$ cat config.mk
export PLATFORM = sky130hd
export DESIGN_NAME = spmm_job_sched
export DESIGN_NICKNAME = d
export VERILOG_FILES = /design/src/rtl/spmm_pkg.sv /design/src/rtl/rr_arbiter.sv /design/src/rtl/spmm_job_sched.sv
export SDC_FILE = /design/constraint.sdc
export NUM_CORES = 1
export LEC_CHECK = 0
export CORE_MARGIN = 2
export CORE_UTILIZATION = 30
export DETAILED_ROUTE_END_ITERATION = 8
export DONT_BUFFER_PORTS = 1
export GPL_ROUTABILITY_DRIVEN = 1
export HOLD_SLACK_MARGIN = 0.02
export PLACE_DENSITY_LB_ADDON = 0.1
export SLEW_MARGIN = 40
export SYNTH_ARGS = -nofsm -noshare
export SYNTH_HDL_FRONTEND = slang
export SYNTH_SLANG_ARGS = --single-unit
$ cat constraint.sdc
create_clock -name clk_i -period 1.33 [get_ports clk_i]
set_clock_uncertainty 0.05 [all_clocks]
set_input_delay 0.266 -clock clk_i [delete_from_list [all_inputs] [get_ports clk_i]]
set_output_delay 0.266 -clock clk_i [all_outputs]
set_load 0.03 [all_outputs]
$ cat src/rtl/spmm_pkg.sv
// Shared types and defaults for the SpMM job scheduler: FSM state encoding,
// the latched job descriptor, and default parameter values.
package spmm_pkg;

   typedef enum logic [2:0] {
      ST_IDLE,
      ST_CLR,
      ST_START,
      ST_RUN,
      ST_RESP
   } state_e;

   localparam int ID_W   = 4;
   localparam int TAG_W  = 4;
   localparam int ROWS_W = 4;

   typedef struct packed {
      logic [ID_W-1:0]   id;
      logic [TAG_W-1:0]  tag;
      logic [ROWS_W-1:0] rows;
   } job_t;

   localparam int DEF_NUM_REQ        = 2;
   localparam int DEF_CLR_CYCLES     = 2;
   localparam int DEF_TIMEOUT_CYCLES = 1024;

endpackage

$ cat src/rtl/rr_arbiter.sv
// Round-robin arbiter: searches the request vector starting one above the
// last granted index and returns a one-hot grant (zero when nothing requests).
module rr_arbiter #(
   parameter int NUM_REQ = 2,
   parameter int IDX_W   = 1
) (
   input  logic [NUM_REQ-1:0] req_i,
   input  logic [IDX_W-1:0]   ptr_i,
   output logic [NUM_REQ-1:0] gnt_o
);

   logic             found;
   logic [IDX_W-1:0] idx;

   // First requester found after the pointer, wrapping around, wins.
   always_comb begin
      gnt_o = '0;
      found = 1'b0;
      idx   = '0;
      for (int i = 1; i <= NUM_REQ; i++) begin
         idx = IDX_W'((int'(ptr_i) + i) % NUM_REQ);
         if (!found && req_i[idx]) begin
            gnt_o[idx] = 1'b1;
            found      = 1'b1;
         end
      end
   end

endmodule

$ cat src/rtl/spmm_job_sched.sv
// SpMM job scheduler: arbitrates requesters onto one SpMM core, clears and
// starts the core, waits for completion and returns a tagged response.
// Optional macro SPMM_SCHED_TIMEOUT_EN adds a RUN-state watchdog that aborts
// the job after TIMEOUT_CYCLES and reports it through rsp_timeout_o.
module spmm_job_sched
   import spmm_pkg::*;
#(
   parameter int NUM_REQ        = DEF_NUM_REQ,
   parameter int CLR_CYCLES     = DEF_CLR_CYCLES,
   parameter int TIMEOUT_CYCLES = DEF_TIMEOUT_CYCLES
) (
   input  logic                       clk_i,
   input  logic                       rst_i,
   input  logic [NUM_REQ-1:0]         req_valid_i,
   output logic [NUM_REQ-1:0]         req_ready_o,
   input  logic [NUM_REQ*4-1:0]       req_rows_i,
   input  logic [NUM_REQ*4-1:0]       req_tag_i,
   output logic [$clog2(NUM_REQ)-1:0] core_sel_o,
   output logic                       core_rst_o,
   output logic                       core_start_o,
   output logic [3:0]                 core_rows_o,
   input  logic                       core_busy_i,
   input  logic                       core_done_i,
   output logic                       rsp_valid_o,
   input  logic                       rsp_ready_i,
   output logic [$clog2(NUM_REQ)-1:0] rsp_id_o,
   output logic [3:0]                 rsp_tag_o,
   output logic                       rsp_timeout_o
);

   localparam int IDX_W = $clog2(NUM_REQ);
   localparam int CLR_W = $clog2(CLR_CYCLES + 1);

   state_e              state_q, state_d;
   job_t                job_q;
   logic [IDX_W-1:0]    rr_ptr_q;
   logic [CLR_W-1:0]    clr_cnt_q;
   logic                core_rst_p1, core_start_p1;
   logic [NUM_REQ-1:0]  gnt;
   logic [IDX_W-1:0]    gnt_idx;
   logic [TAG_W-1:0]    gnt_tag;
   logic [ROWS_W-1:0]   gnt_rows;
   logic                accept, done_ok, to_hit;
   logic                busy_unused;

   // Completion is judged by core_done_i alone; busy is status only.
   assign busy_unused = core_busy_i;

   rr_arbiter #(
      .NUM_REQ (NUM_REQ),
      .IDX_W   (IDX_W)
   ) u_arb (
      .req_i (req_valid_i),
      .ptr_i (rr_ptr_q),
      .gnt_o (gnt)
   );

   // Decode the one-hot grant into an index and select that requester's fields.
   always_comb begin
      gnt_idx  = '0;
      gnt_tag  = '0;
      gnt_rows = '0;
      for (int i = 0; i < NUM_REQ; i++) begin
         if (gnt[i]) begin
            gnt_idx  = IDX_W'(i);
            gnt_tag  = req_tag_i[i*TAG_W +: TAG_W];
            gnt_rows = req_rows_i[i*ROWS_W +: ROWS_W];
         end
      end
   end

   // The arbiter only grants valid requesters, so any valid in IDLE is accepted.
   assign accept  = (state_q == ST_IDLE) && (|req_valid_i);
   // core_start_p1 is high exactly in the first RUN cycle, where done is stale.
   assign done_ok = core_done_i && !core_start_p1;

`ifdef SPMM_SCHED_TIMEOUT_EN
   localparam int TO_W = $clog2(TIMEOUT_CYCLES + 1);

   logic [TO_W-1:0] to_cnt_q;
   logic            timeout_q;

   assign to_hit = (state_q == ST_RUN) && !done_ok &&
                   (to_cnt_q == TO_W'(TIMEOUT_CYCLES - 1));

   // Count RUN cycles and remember whether the job ended by timeout.
   always_ff @(posedge clk_i or posedge rst_i) begin
      if (rst_i) begin
         to_cnt_q  <= '0;
         timeout_q <= 1'b0;
      end else begin
         if (state_q == ST_RUN) to_cnt_q <= to_cnt_q + 1'b1;
         else                   to_cnt_q <= '0;
         if (accept)      timeout_q <= 1'b0;
         else if (to_hit) timeout_q <= 1'b1;
      end
   end

   assign rsp_timeout_o = timeout_q;
`else
   localparam int timeout_unused = TIMEOUT_CYCLES;

   assign to_hit        = 1'b0;
   assign rsp_timeout_o = 1'b0;
`endif

   // State register.
   always_ff @(posedge clk_i or posedge rst_i) begin
      if (rst_i) state_q <= ST_IDLE;
      else       state_q <= state_d;
   end

   // Next-state logic for the job sequence.
   always_comb begin
      state_d = state_q;
      case (state_q)
         ST_IDLE:  if (accept) state_d = ST_CLR;
         ST_CLR:   if (clr_cnt_q == CLR_W'(CLR_CYCLES - 1)) state_d = ST_START;
         ST_START: state_d = ST_RUN;
         ST_RUN:   if (done_ok || to_hit) state_d = ST_RESP;
         ST_RESP:  if (rsp_ready_i) state_d = ST_IDLE;
         default:  state_d = ST_IDLE;
      endcase
   end

   // Count CLR cycles; cleared whenever the FSM is elsewhere.
   always_ff @(posedge clk_i or posedge rst_i) begin
      if (rst_i)                  clr_cnt_q <= '0;
      else if (state_q == ST_CLR) clr_cnt_q <= clr_cnt_q + 1'b1;
      else                        clr_cnt_q <= '0;
   end

   // Registered core strobes; core_rst_p1 leaves reset high so the core is held one extra cycle.
   always_ff @(posedge clk_i or posedge rst_i) begin
      if (rst_i) begin
         core_rst_p1   <= 1'b1;
         core_start_p1 <= 1'b0;
      end else begin
         core_rst_p1   <= (state_q == ST_CLR) || to_hit;
         core_start_p1 <= (state_q == ST_START);
      end
   end

   // Latch the granted job and advance the round-robin pointer on grant only.
   always_ff @(posedge clk_i or posedge rst_i) begin
      if (rst_i) begin
         job_q    <= '0;
         rr_ptr_q <= IDX_W'(NUM_REQ - 1);
      end else if (accept) begin
         job_q.id   <= ID_W'(gnt_idx);
         job_q.tag  <= gnt_tag;
         job_q.rows <= gnt_rows;
         rr_ptr_q   <= gnt_idx;
      end
   end

   assign req_ready_o  = (state_q == ST_IDLE) ? gnt : '0;
   assign core_sel_o   = IDX_W'(job_q.id);
   assign core_rows_o  = job_q.rows;
   assign core_rst_o   = core_rst_p1;
   assign core_start_o = core_start_p1;
   assign rsp_valid_o  = (state_q == ST_RESP);
   assign rsp_id_o     = IDX_W'(job_q.id);
   assign rsp_tag_o    = job_q.tag;

endmodule
==> results of run 1 <==
-- per-stage QoR --
stage | TNS [ns] | cell area (um2) | total power, uW
4_1_cts | -2.173 | 1069 | 2598
3_3_place_gp | -0.4861 | 967.2 | 2196
2_1_floorplan | -0.8720 | 882.1 | 1970
6_report | -2.065 | 1110 | 2672
3_5_place_dp | -0.5341 | 967.2 | 2200
5_1_grt | -2.971 | 1110 | 2850
-- layout make-up --
type                    count  area share
well taps                  31     0.03495
multi-input cells          43      0.3766
flip-flops and latches     17      0.3867
repair buffers             19      0.1556
inverters                   6     0.02255
clock buffers               4     0.02368
-- report_power, final --
part	leakage, uW	total, uW	switching, uW	internal [uW]
Clock	0.0000150	274	158	117
Sequential	0.000209	1240	476	765
Combinational	0.000283	1160	462	694
-- cells in the final DEF (no fill, tap or decap), drive strengths merged --
master	netlist	routed
mux2	8	8
ha	1	1
nand2	2	2
nor2b	1	1
nand2b	2	2
nand3b	3	3
conb	1	1
o22ai	1	1
a21boi	1	1
dfstp	2	2
dlygate4sd3	0	3
a31oi	1	1
o21ai	1	1
and2	1	1
nor3	1	1
clkbuf	1	4
a21oi	2	2
inv	6	6
nor2	4	4
nor3b	1	1
a32o	8	8
o21bai	1	1
and3	1	1
dfrtp	15	15
buf	4	16
a221oi	1	1
or2	1	1
-- flip-flops by register name, summed over array words and instances (netlist names) --
| name | cells |
|---|---|
| state_q | 3 |
| core_rows_o | 4 |
| clr_cnt_q | 2 |
| core_start_o | 1 |
| rsp_tag_o | 4 |
| core_rst_o | 1 |
| rr_ptr_q | 1 |
| core_sel_o | 1 |
-- cell usage after synthesis (all sizes together) --
master	number	area [um2]
and3	1	7.510
dfrtp	15	375.4
buf	4	40.03
dfstp	2	52.55
a31oi	1	6.260
nor2b	1	13.76
or2	1	6.260
nand2b	2	12.51
a221oi	1	8.760
nor2	4	15.01
nand3b	3	22.52
nand2	2	7.510
ha	1	12.51
and2	1	7.510
a21boi	1	11.26
nor3b	1	7.510
conb	1	3.750
mux2	8	120.1
o21bai	1	7.510
inv	6	22.52
nor3	1	16.27
clkbuf	1	3.750
a32o	8	80.08
o21ai	1	5.000
o22ai	1	6.260
a21oi	2	10.01
-- per-layer routing --
layer | global-route usage | vias up
met1 | 0.1355 | 312
met3 | 0.04911 | 2
met5 | 0 | -
met2 | 0.2045 | 19
li1 | - | 289
met4 | 0.03654 | 0
-- kinds of logic (layout without fill, tap and decap cells) --
logic type                 Yosys count  after routing  synth area share
AOI/OAI and AO/OA                   16             16            0.1532
adders and majority gates            1              1           0.01418
buffers and inverters               11             29           0.07516
DFF                                 17             17            0.4851
muxes                                8              8            0.1362
other                                1              1          0.004251
and+or+nand+nor                     17             17            0.1319
-- final timing paths --
kind,to,cells past startpoint,startpoint
min in group asynchronous,core_sel_o$_DFFE_PP0P_,2,rst_i
max in group asynchronous,core_rows_o[2]$_DFFE_PP0P_,3,rst_i
hold / removal,rr_ptr_q$_DFFE_PP1P_,2,req_valid_i[1]
setup reg to reg,rsp_tag_o[0]$_DFFE_PP0P_,5,state_q[1]$_DFFE_PP0P_
hold reg to reg,clr_cnt_q[0]$_DFF_PP0_,1,clr_cnt_q[0]$_DFF_PP0_
setup / recovery,req_ready_o[0],3,state_q[1]$_DFFE_PP0P_
-- critical path, cell delays in order (launching register included) --
cell and delay (ns):
dfrtp_1 0.42, nor3_4 0.21, buf_6 0.13, and3_4 0.23
-- timing repair --
item                       CTS  global route
setup endpoints to repair   12            14
gates resized for setup     10             7
cloned                       0             0
buffers inserted             2             4
pin swaps                    3             3
hold endpoints to repair     9             0
hold buffers                 3             0
==> flow_summary.toml, run 1 <==
[layout]
multi_input_area_um2 = 417.9
instances_no_fill = 120
antenna_cells = 0
layout.nets = 114
seq_area_um2 = 429.2
areaGrowthSynthToFinish_pct = 25.82
finalCoreUtilization = 0.3990
drive_gt1_frac = 0.4494
fill_cells = 285

[critical_path]
ff2ff_setup_slack_ns = -0.16
end_kind = "primary output"
worstPathMaxFanout = 4
critical_path_class = "reg -> out"
worstPathArrival_ns = 1.27
required_ns = 1.01
start_kind = "flop"

[clock_network]
clk_pin_slew_worst_paths_ns = 0.10
cts_tree = "done"
htree_levels = 1
cts_root_buffer = "clkbuf_4"
clk_path_buf_depth = 2
worstSkewPairLatency_ns = 0.29
cts_buffers = 3
cts_sinks = 17

[worst_hold_path]
hold_class = "in -> reg"

[synth]
syn_inst = 71
synth_seq_cells = 17
ys_warn_count = 0
seq_area_frac_synth = 0.4851
syn_nets = 95
synth_area_um2 = 882.1
syn_area_per_cell_um2 = 12.42
synth_cell_types = 28

[floorplan]
die_w_um = 58.23
start_util = 0.3171
ios = 39
fp.dieH_um = 58.23
fp-row-count = 19
core_region_area_mm2 = 0.002781
die_area_mm2 = 0.003390

[sta]
fmax_mhz = 630.3
min_period_over_period = 1.193
hold_viol_final = 0
finalCriticalPeriod_ns = 1.587
whs_ns = 0.07070
finalSetupViolCount = 13
finalWorstSetupSlack_ns = -0.2567
rsz0062_at_grt = "yes"
drv_slew = 0

[grt]
grt_first_pass_wirelength_mm = 3.001
grt_pass1_vias = 650
antenna_found_initial = 0
grt_start_max_net_pins = 13
grt-ovfl-total = 0
grt_usage = 0.1194

[placement]
portBuffers = 0
dpl.hpwl_mm = 1.324
gp_congestion = 0.7031
dp_cells = 109
dp_slack_ns = -0.07184

[outcome]
status = "finished, violations left"
violations = "negative setup slack"

[routing]
vias = 622
vias_per_cell = 5.183
wirelength_mm = 1.857
drc = 0
detail_route.first_pass.iterations = 4
ant_nets = 0
wl_met1_um = 717
top_layer = "met4"
drtIter0Drc = 20
wl_met2_mm = 1.003
route.met3.wl_um = 117
wl_per_cell_um = 15.48

[power]
p_leak_uw = 0.0005068
peakVddDrop_v = 0.001160
powerDensity_mw_per_mm2 = 2408

[job]
cap_viol_max_count = 0
No activity file was read; power rests on OpenSTA's default activity.
==> run 2, diff against run 1 <==
--- a/config.mk
+++ b/config.mk
@@ -12,6 +12,7 @@
 export GPL_ROUTABILITY_DRIVEN = 1
 export HOLD_SLACK_MARGIN = 0.02
 export PLACE_DENSITY_LB_ADDON = 0.1
+export RECOVER_POWER = 50
 export SLEW_MARGIN = 40
 export SYNTH_ARGS = -nofsm -noshare
 export SYNTH_HDL_FRONTEND = slang
==> run 2 against run 1 <==
  * The run still ends with negative setup slack left
  * Via count rose by 0.16%
  * Die area is the same
  * Final cell count is the same
  * Clock power hardly changed
  * Fmax about the same
  * Critical endpoint unchanged
  * Highest routed layer unchanged
==> flow_summary.toml, run 2 (same netlist as run 1, synthesis figures left out) <==
[outcome]
status = "finished, violations left"
violations = "negative setup slack"

[clock_network]
clk_path_buf_depth = 2
cts_sinks = 17
cts_tree = "done"
cts_root_buffer = "clkbuf_4"
htree_levels = 1
worstSkewPairLatency_ns = 0.29
clk_pin_slew_worst_paths_ns = 0.10
cts_buffers = 3

[sta]
fmax_mhz = 630.2
drv_slew = 0
finalCriticalPeriod_ns = 1.587
rsz0062_at_grt = "yes"
finalWorstSetupSlack_ns = -0.2569
hold_viol_final = 0
finalSetupViolCount = 13
whs_ns = 0.07076
min_period_over_period = 1.193

[floorplan]
start_util = 0.3171
die_area_mm2 = 0.003390
fp.dieH_um = 58.23
ios = 39
die_w_um = 58.23
core_region_area_mm2 = 0.002781
fp-row-count = 19

[critical_path]
cpPeakStageDelay_ns = 0.42
crit_chain = "nor3_4 > buf_6 > and3_4"
critical_path_class = "reg -> out"
worstPathMaxFanout = 4
required_ns = 1.01
end_kind = "primary output"
reg2regPathDepth = 5
start_kind = "flop"
ff2ff_setup_slack_ns = -0.16
crit_start = "state_q[1]$_DFFE_PP0P_"
reg2reg_from = "state_q[1]$_DFFE_PP0P_"
reg2reg_to = "rsp_tag_o[0]$_DFFE_PP0P_"
worstPathArrival_ns = 1.27
critical-path-slowest-cell = "dfrtp_1"

[grt]
grt_first_pass_wirelength_mm = 3.001
antenna_found_initial = 0
grt-ovfl-total = 0
grt_pass1_vias = 650
grt_usage = 0.1194
grt_start_max_net_pins = 13

[worst_hold_path]
hold_depth = 2
min-delay-start = "req_valid_i[1]"
hold_class = "in -> reg"
whs_endpoint = "rr_ptr_q$_DFFE_PP1P_"

[routing]
drtIter0Drc = 20
wl_per_cell_um = 15.48
wirelength_mm = 1.857
ant_nets = 0
vias_per_cell = 5.192
drc = 0
vias = 623
detail_route.first_pass.iterations = 4

[placement]
gp_congestion = 0.7031
portBuffers = 0
dpl.hpwl_mm = 1.324

[layout]
layout.nets = 114
areaGrowthSynthToFinish_pct = 25.53
final_common_cell = "dfrtp_1"
fill_cells = 285
antenna_cells = 0
finalCoreUtilization = 0.3981
drive_gt1_frac = 0.4494
final_cell_mix = "dfrtp_1 (14), buf_4 (9), a32o_1 (8), mux2_4 (8), buf_6 (6)"

[power]
powerDensity_mw_per_mm2 = 2412
p_leak_uw = 0.0005062
peakVddDrop_v = 0.001160

[job]
cap_viol_max_count = 0
-- run 2: worst max-delay path by stage --
stage                                            end  slack [ns]  cells past startpoint
after floorplan           core_rows_o[0]$_DFFE_PP0P_       -0.10                      4
after global placement      rsp_tag_o[0]$_DFFE_PP0P_       -0.07                      4
after detailed placement    rsp_tag_o[0]$_DFFE_PP0P_       -0.07                      4
after CTS                             req_ready_o[0]       -0.28                      3
after global routing                  req_ready_o[0]       -0.33                      3
final                                 req_ready_o[0]       -0.26                      3
-- run 2: worst max-delay path: cells and delay by family, from the launching register on --
family / cells / cell delay, ns
flip-flops: 1 / 0.42
AND/OR/NAND/NOR: 2 / 0.44
buffers and inverters: 1 / 0.13
-- run 2: metrics by stage --
stage          setup slack (ns)  setup TNS, ns  cells  total power [uW]  instance area, um2
2_1_floorplan           -0.1031        -0.8720     71              1970               882.1
3_3_place_gp           -0.06666        -0.4861    109              2196               967.2
3_5_place_dp           -0.07184        -0.5341    109              2200               967.2
4_1_cts                 -0.2806         -2.173    117              2598                1069
5_1_grt                 -0.3271         -2.971    120              2849                1107
6_report                -0.2569         -2.066    120              2671                1107
-- run 2: per-layer routing --
layer	share of wire	wire, um	GRT usage	up-vias
li1	-	-	-	289
met1	0.38	713	0.1355	313
met2	0.54	1007	0.2045	19
met3	0.063	117	0.04911	2
met4	0.0097	18	0.03654	0
met5	0	0	0	-
-- run 2: layout make-up --
type / count / area [um2] / area share
clock buffer: 4 / 26.28 / 0.02373
inverter: 6 / 25.02 / 0.02260
multi-input combinational: 43 / 417.9 / 0.3774
sequential: 17 / 429.2 / 0.3876
tap: 31 / 38.79 / 0.03503
timing repair buffer: 19 / 170.2 / 0.1537
-- run 2: what timing repair did --
item / CTS / global route
hold buffers: 3 / 0
resized for setup: 10 / 7
endpoints found under the setup margin: 12 / 14
pin swaps: 3 / 3
buffers inserted: 2 / 4
endpoints found under the hold margin: 9 / 0
-- run 2: power breakdown --
| part | total, uW | leakage [uW] | switching, uW | internal (uW) |
|---|---|---|---|---|
| Sequential | 1240 | 0.000209 | 476 | 765 |
| Clock | 274 | 0.0000150 | 158 | 117 |
| Combinational | 1150 | 0.000282 | 461 | 694 |
